==> src/rtl/target_port.sv <==
// target_port: deserializes bit-serial bus requests into parallel target requests and serializes read data back
module target_port #(
  parameter int ADDR_BITS   = 16,
  parameter int ACK_TIMEOUT = 15
) (
  input  logic        clk,
  input  logic        rst_n,
  input  logic        bus_in_serial,
  input  logic        bus_in_valid,
  output logic        bus_out_serial,
  output logic        bus_out_valid,
  output logic        bus_ack,
  output logic        bus_err,
  output logic        bus_busy,
  output logic [15:0] target_addr_in,
  output logic        target_addr_in_valid,
  output logic [7:0]  target_data_in,
  output logic        target_data_in_valid,
  output logic        target_rw,
  input  logic [7:0]  target_data_out,
  input  logic        target_data_out_valid,
  input  logic        target_ack,
  input  logic        target_ready
);
  localparam int TW = $clog2(ACK_TIMEOUT + 1);
  typedef enum logic [2:0] {IDLE, ADDR, DATA, ISSUE, WAIT, SEND} state_t;
  state_t                 r_state;
  logic                   r_rw;
  logic [ADDR_BITS-1:0]   r_addr;
  logic [7:0]             r_data;
  logic [7:0]             r_sh;
  logic [4:0]             r_cnt;
  logic [TW-1:0]          r_tmo;
  logic                   w_resp;
  assign w_resp   = r_rw ? target_ack : target_data_out_valid;
  assign bus_busy = (r_state == ISSUE) || (r_state == WAIT) || (r_state == SEND);
  // frame capture, request issue, response wait with timeout, and serial read-data return
  always_ff @(posedge clk or negedge rst_n) begin
    if (!rst_n) begin
      r_state              <= IDLE;
      r_rw                 <= 1'b0;
      r_addr               <= '0;
      r_data               <= '0;
      r_sh                 <= '0;
      r_cnt                <= '0;
      r_tmo                <= '0;
      bus_out_serial       <= 1'b0;
      bus_out_valid        <= 1'b0;
      bus_ack              <= 1'b0;
      bus_err              <= 1'b0;
      target_addr_in       <= '0;
      target_addr_in_valid <= 1'b0;
      target_data_in       <= '0;
      target_data_in_valid <= 1'b0;
      target_rw            <= 1'b0;
    end else begin
      bus_ack              <= 1'b0;
      bus_err              <= 1'b0;
      target_addr_in_valid <= 1'b0;
      target_data_in_valid <= 1'b0;
      case (r_state)
        IDLE: if (bus_in_valid) begin
          r_rw    <= bus_in_serial;
          r_cnt   <= '0;
          r_state <= ADDR;
        end
        ADDR: if (bus_in_valid) begin
          r_addr <= (r_addr >> 1) | (ADDR_BITS'(bus_in_serial) << (ADDR_BITS - 1));
          r_cnt  <= r_cnt + 5'd1;
          if (r_cnt == 5'(ADDR_BITS - 1)) begin
            r_cnt   <= '0;
            r_state <= r_rw ? DATA : ISSUE;
          end
        end
        DATA: if (bus_in_valid) begin
          r_data <= {bus_in_serial, r_data[7:1]};
          r_cnt  <= r_cnt + 5'd1;
          if (r_cnt == 5'd7) begin
            r_cnt   <= '0;
            r_state <= ISSUE;
          end
        end
        ISSUE: if (target_ready) begin
          target_addr_in_valid <= 1'b1;
          target_data_in_valid <= r_rw;
          target_addr_in       <= 16'(r_addr);
          target_rw            <= r_rw;
          if (r_rw) target_data_in <= r_data;
          r_tmo   <= TW'(ACK_TIMEOUT);
          r_state <= WAIT;
        end
        WAIT: if (w_resp) begin
          if (r_rw) begin
            bus_ack <= 1'b1;
            r_state <= IDLE;
          end else begin
            r_sh           <= target_data_out;
            bus_out_serial <= target_data_out[0];
            bus_out_valid  <= 1'b1;
            r_cnt          <= '0;
            r_state        <= SEND;
          end
        end else if (r_tmo == '0) begin
          bus_err <= 1'b1;
          r_state <= IDLE;
        end else begin
          r_tmo <= r_tmo - 1'b1;
        end
        SEND: begin
          r_cnt          <= r_cnt + 5'd1;
          r_sh           <= r_sh >> 1;
          bus_out_serial <= r_sh[1];
          bus_ack        <= (r_cnt == 5'd6);
          if (r_cnt == 5'd7) begin
            bus_out_serial <= 1'b0;
            bus_out_valid  <= 1'b0;
            r_cnt          <= '0;
            r_state        <= IDLE;
          end
        end
        default: r_state <= IDLE;
      endcase
    end
  end
endmodule

==> config.mk <==
export PLATFORM = sky130hd
export DESIGN_NAME = target_port
export DESIGN_NICKNAME = d
export VERILOG_FILES = /design/src/rtl/target_port.sv
export SDC_FILE = /design/constraint.sdc
export NUM_CORES = 1
export LEC_CHECK = 0
export ABC_AREA = 0
export CORE_MARGIN = 3
export CORE_UTILIZATION = 35
export CTS_BUF_LIST = sky130_fd_sc_hd__clkbuf_4 sky130_fd_sc_hd__clkbuf_8
export DETAILED_ROUTE_END_ITERATION = 10
export HOLD_SLACK_MARGIN = 0.08
export MAX_ROUTING_LAYER = met4
export PLACE_DENSITY = 0.63
export SYNTH_ARGS = -nofsm -noshare
export SYNTH_HDL_FRONTEND = slang
export SYNTH_SLANG_ARGS = --single-unit
==> constraint.sdc <==
create_clock -name clk -period 3.35 [get_ports clk]
set_input_delay 0.67 -clock clk [delete_from_list [all_inputs] [get_ports clk]]
set_output_delay 0.67 -clock clk [all_outputs]
set_load 0.005 [all_outputs]
* Yosys cells after proc, flatten, opt, wreduce, memory -nomap -nowiden
Index checks and enable logic that the tools add are counted.
** Cells by class
- $add $sub $neg :: 2
- Equality and inequality tests :: 20
- Multiplexer cells :: 46
- Bitwise logic cells :: 1
- Reduce and logical (&&, ||, !) cells :: 17
** Operators with widths (count)
- $mux W5 :: 7
- $mux W3 :: 10
- $pmux W5 S5 :: 1
- $ne A2 B2 Y1 const B :: 10
- $pmux W3 S6 :: 1
- $mux W1 :: 17
- $mux W8 :: 2
- $or A15 B16 Y16 :: 1
- $pmux W8 S2 :: 1
- $mux W4 :: 3
- $eq A5 B3 Y1 const B :: 2
- $pmux W4 S2 :: 1
- $reduce_and A2 Y1 :: 4
- $reduce_and A4 Y1 :: 2
- $reduce_and A8 Y1 :: 1
- $eq A3 B2 Y1 const B :: 2
- $eq A3 B3 Y1 const B :: 2
- $pmux W1 S2 :: 3
- $reduce_and A3 Y1 :: 2
- $reduce_and A6 Y1 :: 1
- $add A5 B1 Y5 const B :: 1
- $eq A5 B4 Y1 const B :: 1
- $reduce_bool A5 Y1 :: 1
- $logic_not A4 Y1 :: 1
- 7 further kinds :: 9
** Storage, ports and cells
- Flip-flop bits (word level) :: 76
- Bits of input ports :: 15
- Logic and storage cells :: 102

* Longest topological paths before layout
- Depth in word-level cells :: 4
- Depth in mapped cells :: 9

* Worst setup path after synthesis
Ideal clock, no wire load.
- Path kind :: flip-flop to flip-flop
- Start :: register r_cnt[0]
- End :: register r_state[0]
- Library setup time :: 76 ps
- Data arrival time :: 2022 ps
- Slack :: 1251 ps
- Cell stages (with the launch flop) :: 10
- Clock period less this slack :: 2099 ps
- Cells stage by stage :: dfrtp_1 > ha_1 > nand3_1 > inv_1 > ha_1 > nand2b_1 > a211oi_1 > or3_4 > or4_1 > o21ai_1
** Between the ends
- Cells in the longest elaborated chain, start to end :: 3
** Ends and longest elaborated chain
- from (decl) :: RTL line 32 : logic [4:0] r_cnt;
- from (signal assigned) :: RTL line 69 : r_cnt <= r_cnt + 5'd1;
- from (signal assigned) :: RTL line 77 : r_cnt <= r_cnt + 5'd1;
- from (signal assigned) :: RTL line 110 : r_cnt <= r_cnt + 5'd1;
- $eq A5 B3 Y1 or $eq A5 B4 Y1 (tied branches) :: RTL line 78, 114, 70
- $ne A2 B2 Y1 (no source line) or $ne A2 B1 Y1 (tied branches)
- $reduce_and A8 Y1 (no source line) *
- to (signal assigned) :: RTL line 72 : r_state <= r_rw ? DATA : ISSUE;
- to (decl) :: RTL line 27 : state_t r_state;
Every way passes the cells marked *; elsewhere a longest branch is shown, timed or not.
A chain may end at the register's enable or synchronous reset.

* Worst setup path after layout
- Start :: register r_state[0]
- End :: output bus_busy
** Between the ends
- Cells in the longest elaborated chain, start to end :: 3
** Ends and longest elaborated chain
- $eq A3 B2 Y1 or $eq A3 B3 Y1 (tied branches) :: RTL line 36 : assign bus_busy = (r_state == ISSUE) || (r_state == WAIT) || (r_state == SEND);
- $logic_or A1 B1 Y1 :: RTL line 36
- $logic_or A1 B1 Y1 * :: RTL line 36
- to (decl) :: RTL line 14 : output logic bus_busy,
Marks and branches as above.

==> summary by stage <==
Clock network
The clock net in this run drives a total of between 70 and 80 sinks. The tree is rooted in a clkbuf_8. The TritonCTS clock tree is done.

For the worst-skew pair, the clock arrives at the later sink with an insertion delay of between 0.3 and 0.4 ns. The number of setup buffers added after CTS is 0. In this run, post-CTS hold repair placed 0 buffers. The number of cells upsized or downsized after cts is 0. The CTS H-tree depth is 3.

The maximum number of buffers from clock root to sink is 2. After clock tree synthesis, the clock-pin slew on the worst setup and hold paths is 0.08 ns. The total clock buffers created by CTS is 9.

GRT
The initial antenna violation count is 0. The first global-routing pass estimated 10.6 mm of wire. Global routing finished with a remaining overflow of 0. The via count of the first global-routing pass is 2284. In the global route stage, overall resource usage came out at a little over an eighth. The largest net degree at the start of global routing is 76.

Timing
Subtracting the final worst setup slack from the clock period gives ~2.5 ns. The worst pin sits at a relative slew slack of approximately 39%. The share of the clock period used by the worst path is 75.9%. The number of endpoints failing setup at the final stage is 0. The hold violation total from the final report is 0. At the pin with the least slew margin, the transition time is 0.918 ns.

The setup clock skew after layout is ~0.012 ns. Setup repair after global routing left no endpoint under its margin. The maximum clock frequency is between 300 and 400 MHz.

The total negative slack is 0 ns. The number of slew-limit violations in the final report is 0.

Pwr
Per report_power, the clock group accounts for approximately a fifth of the total. The power after layout is 3.03 mW. The net load switching power is a little over 1 mW. The leakage power of the design is between 1.5 and 2 nW.

The power density over the cells is ~760 mW/mm². The combinational power share is between 30% and 40%. The switching share of power is between 30% and 40%. The sequential share of power is around half.

The cell internal power dissipation is ~2.0 mW. The largest vdd supply drop is roughly 0.00032 V.

Setup path
For this run, the slowest stage of the critical path takes around 0.72 ns. The worst register-to-register path ends at r_state[0]. Among all stages on the critical path, the largest delay is contributed by dfrtp_1. For the worst setup path, the data required time is about 2.7 ns. The worst endpoint data arrival time is about 1.9 ns.

The critical path runs through a total of 3 cells. The kind of cell with the highest combined delay along the critical path is flip-flops. Along the worst path, the maximum fanout reaches 19. Walking the worst path, the cells encountered are nand3b_1, nand2_1, clkdlybuf4s50_1.

The startpoint of the worst-slack reg-to-reg timing path is r_cnt[0]. The worst setup path is launched from a flop. The worst setup path is captured at an output port. The number of buffers and inverters on the critical path is 1. The worst setup path startpoint is r_state[0]. The internal reg-to-reg setup slack is between 0.9 and 1 ns. The most critical setup path has its endpoint at bus_busy. The worst reg2reg path depth is 9.

The worst setup path is of the reg -> out kind.

Die
The area enclosed by the die boundary is between 0.01 and 0.015 mm². The chip width is 103 µm. The initial utilization of the core area, before any placement, comes to between 30 and 40%. The total area inside the core boundary comes to 0.00889 mm².

The floorplan row count is 34. The vertical die dimension is 103 µm. The top-level port count is between 40 and 50.

Synth
The synthesis-stage register bit count is 75. Synthesis produced a netlist with a net count of roughly 320. The gate count after technology mapping is about 300. The cell taking the most area after synthesis is dfrtp_1.

After synthesis, the netlist uses 42 different library cells. The share of the yosys chip area belonging to registers is between 50% and 60%. The top cell type by area accounts for ~58% of the synthesized area. The synthesis warning total is 0. The post-synthesis cell area is 0.00326 mm². In this run, synthesis inferred 0 flip-flops with an integrated enable. The most common cell in the netlist is dfrtp_1. The synthesized area per cell is 11.0 µm². Yosys attributes the largest share of cell area to dfrtp_1, mux2_2, nand2_1, o21ai_0, ha_1.

The commonest cells after synthesis are dfrtp_1, nand2_1, mux2_2. The most used flip-flop cell after synthesis is dfrtp_1. The post-synthesis async set-or-reset flop share is between 90% and 100%.

Final layout
The diode insertion count for antenna repair is 0. The fraction of final layout cells sized beyond drive strength 1 is approximately 18%. The layout has 831 filler cells.

From synthesis to final layout, the design area changed by 22.3%. The final-stage net count is between 300 and 400.

Route
The post-detailed-route via-to-cell ratio is approximately 4.9. The DRC violation total after the first TritonRoute iteration is 100. The antenna violation net count after detailed routing is 0. The average detailed-routed wire length per instance is ~14 µm. For this run, design rule violations remaining after detail routing come to 0. The via total after detailed routing is between 2000 and 2500. Wires add up to 6.27 mm. The first detailed-routing pass took 5 iterations.

Placed design
Input and output buffers added on the ports amount to 46. The weighted congestion at the end of routability-driven global placement is 0.778. The half-perimeter wire length after placement is ~4.2 mm.

Run
Across the run, the number of max-cap violations was 0.

Status
The run finished with clean final reports.

Hold path
The min-delay analysis places its worst path in the category in -> async.
==> cells in the final DEF, fill, tap and decap left out, types with 3 or more instances in the layout <==
cell type        instances
nand2_1                 68
nand2b_1                 4
inv_1                   10
clkinvlp_4               3
buf_4                    4
a211oi_1                 3
nand3_1                  3
clkbuf_8                 9
a21oi_1                  8
mux2i_1                  6
nor3_1                   5
clkdlybuf4s50_1         45
dfrtp_1                 75
o21ai_0                 16
nor2_1                  13
mux2_2                  33
ha_1                     5
==> worst min-delay path by stage <==
stage | to | depth (start not counted) | startpoint
after detailed placement | target_addr_in[0] | 2 | r_addr[0]
after floorplan | bus_ack | 0 | rst_n
after CTS | target_addr_in[0] | 2 | r_addr[0]
final | r_sh[7] | 1 | rst_n
after global placement | target_addr_in[0] | 2 | r_addr[0]
after global routing | target_addr_in[0] | 2 | r_addr[0]
==> sequential cells by signal, summed over array words and instances, names as in the netlist, 3 cells and up <==
name            flops
r_tmo               4
r_cnt               5
r_state             3
r_data              8
r_sh                7
r_addr             16
target_data_in      8
target_addr_in     16
==> power groups by stage <==
stage / registers [mW] / clock network (mW) / logic (mW)
global placement: 1.47 / 0 / 0.934
floorplan: 1.38 / 0 / 0.653
detailed placement: 1.49 / 0 / 0.960
global route: 1.52 / 0.668 / 1.07
finish: 1.47 / 0.615 / 0.949
CTS: 1.47 / 0.638 / 0.968
==> layout make-up <==
type	count	area (µm²)	area share, %
Sequential cell	75	1880	47.0
Timing Repair Buffer	49	480	12.0
Clock buffer	10	131	3.29
Inverter	10	37.5	0.940
Clock inverter	6	41.3	1.03
Tap cell	108	135	3.39
Multi-Input combinational cell	199	1290	32.3
==> through the flow <==
step	area [µm²]	util (%)	instances	hold slack (ns)	worst slack, ns
global placement	3820	42.9	441	0.454	0.840
CTS	3990	44.9	457	0.474	0.796
floorplan	3260	-	298	0.374	1.25
finish	3990	44.9	457	0.456	0.809
global route	3990	44.9	457	0.503	0.691
detailed placement	3820	42.9	441	0.457	0.793
==> cell families after synthesis <==
kind of cell	after synthesis	share of synthesized area, %
compound gates	43	8.05
xor+xnor	1	0.268
fa+ha+maj	5	1.92
buf+inv	24	2.99
flops	75	57.5
mux	39	13.2
simple gates	111	16.0
==> metal layers <==
| layer | share of wire (%) | global-route usage [%] | vias to the layer above | wire length [µm] |
|---|---|---|---|---|
| li1 | - | - | 1107 | - |
| met1 | 50 | 17.6 | 1072 | 3110 |
| met2 | 45 | 19.8 | 38 | 2790 |
| met5 | 0 | - | - | 0 |
| met4 | 2.2 | 6.36 | 0 | 138 |
| met3 | 3.7 | 2.64 | 11 | 231 |
No activity file was read; power rests on OpenSTA's default activity.
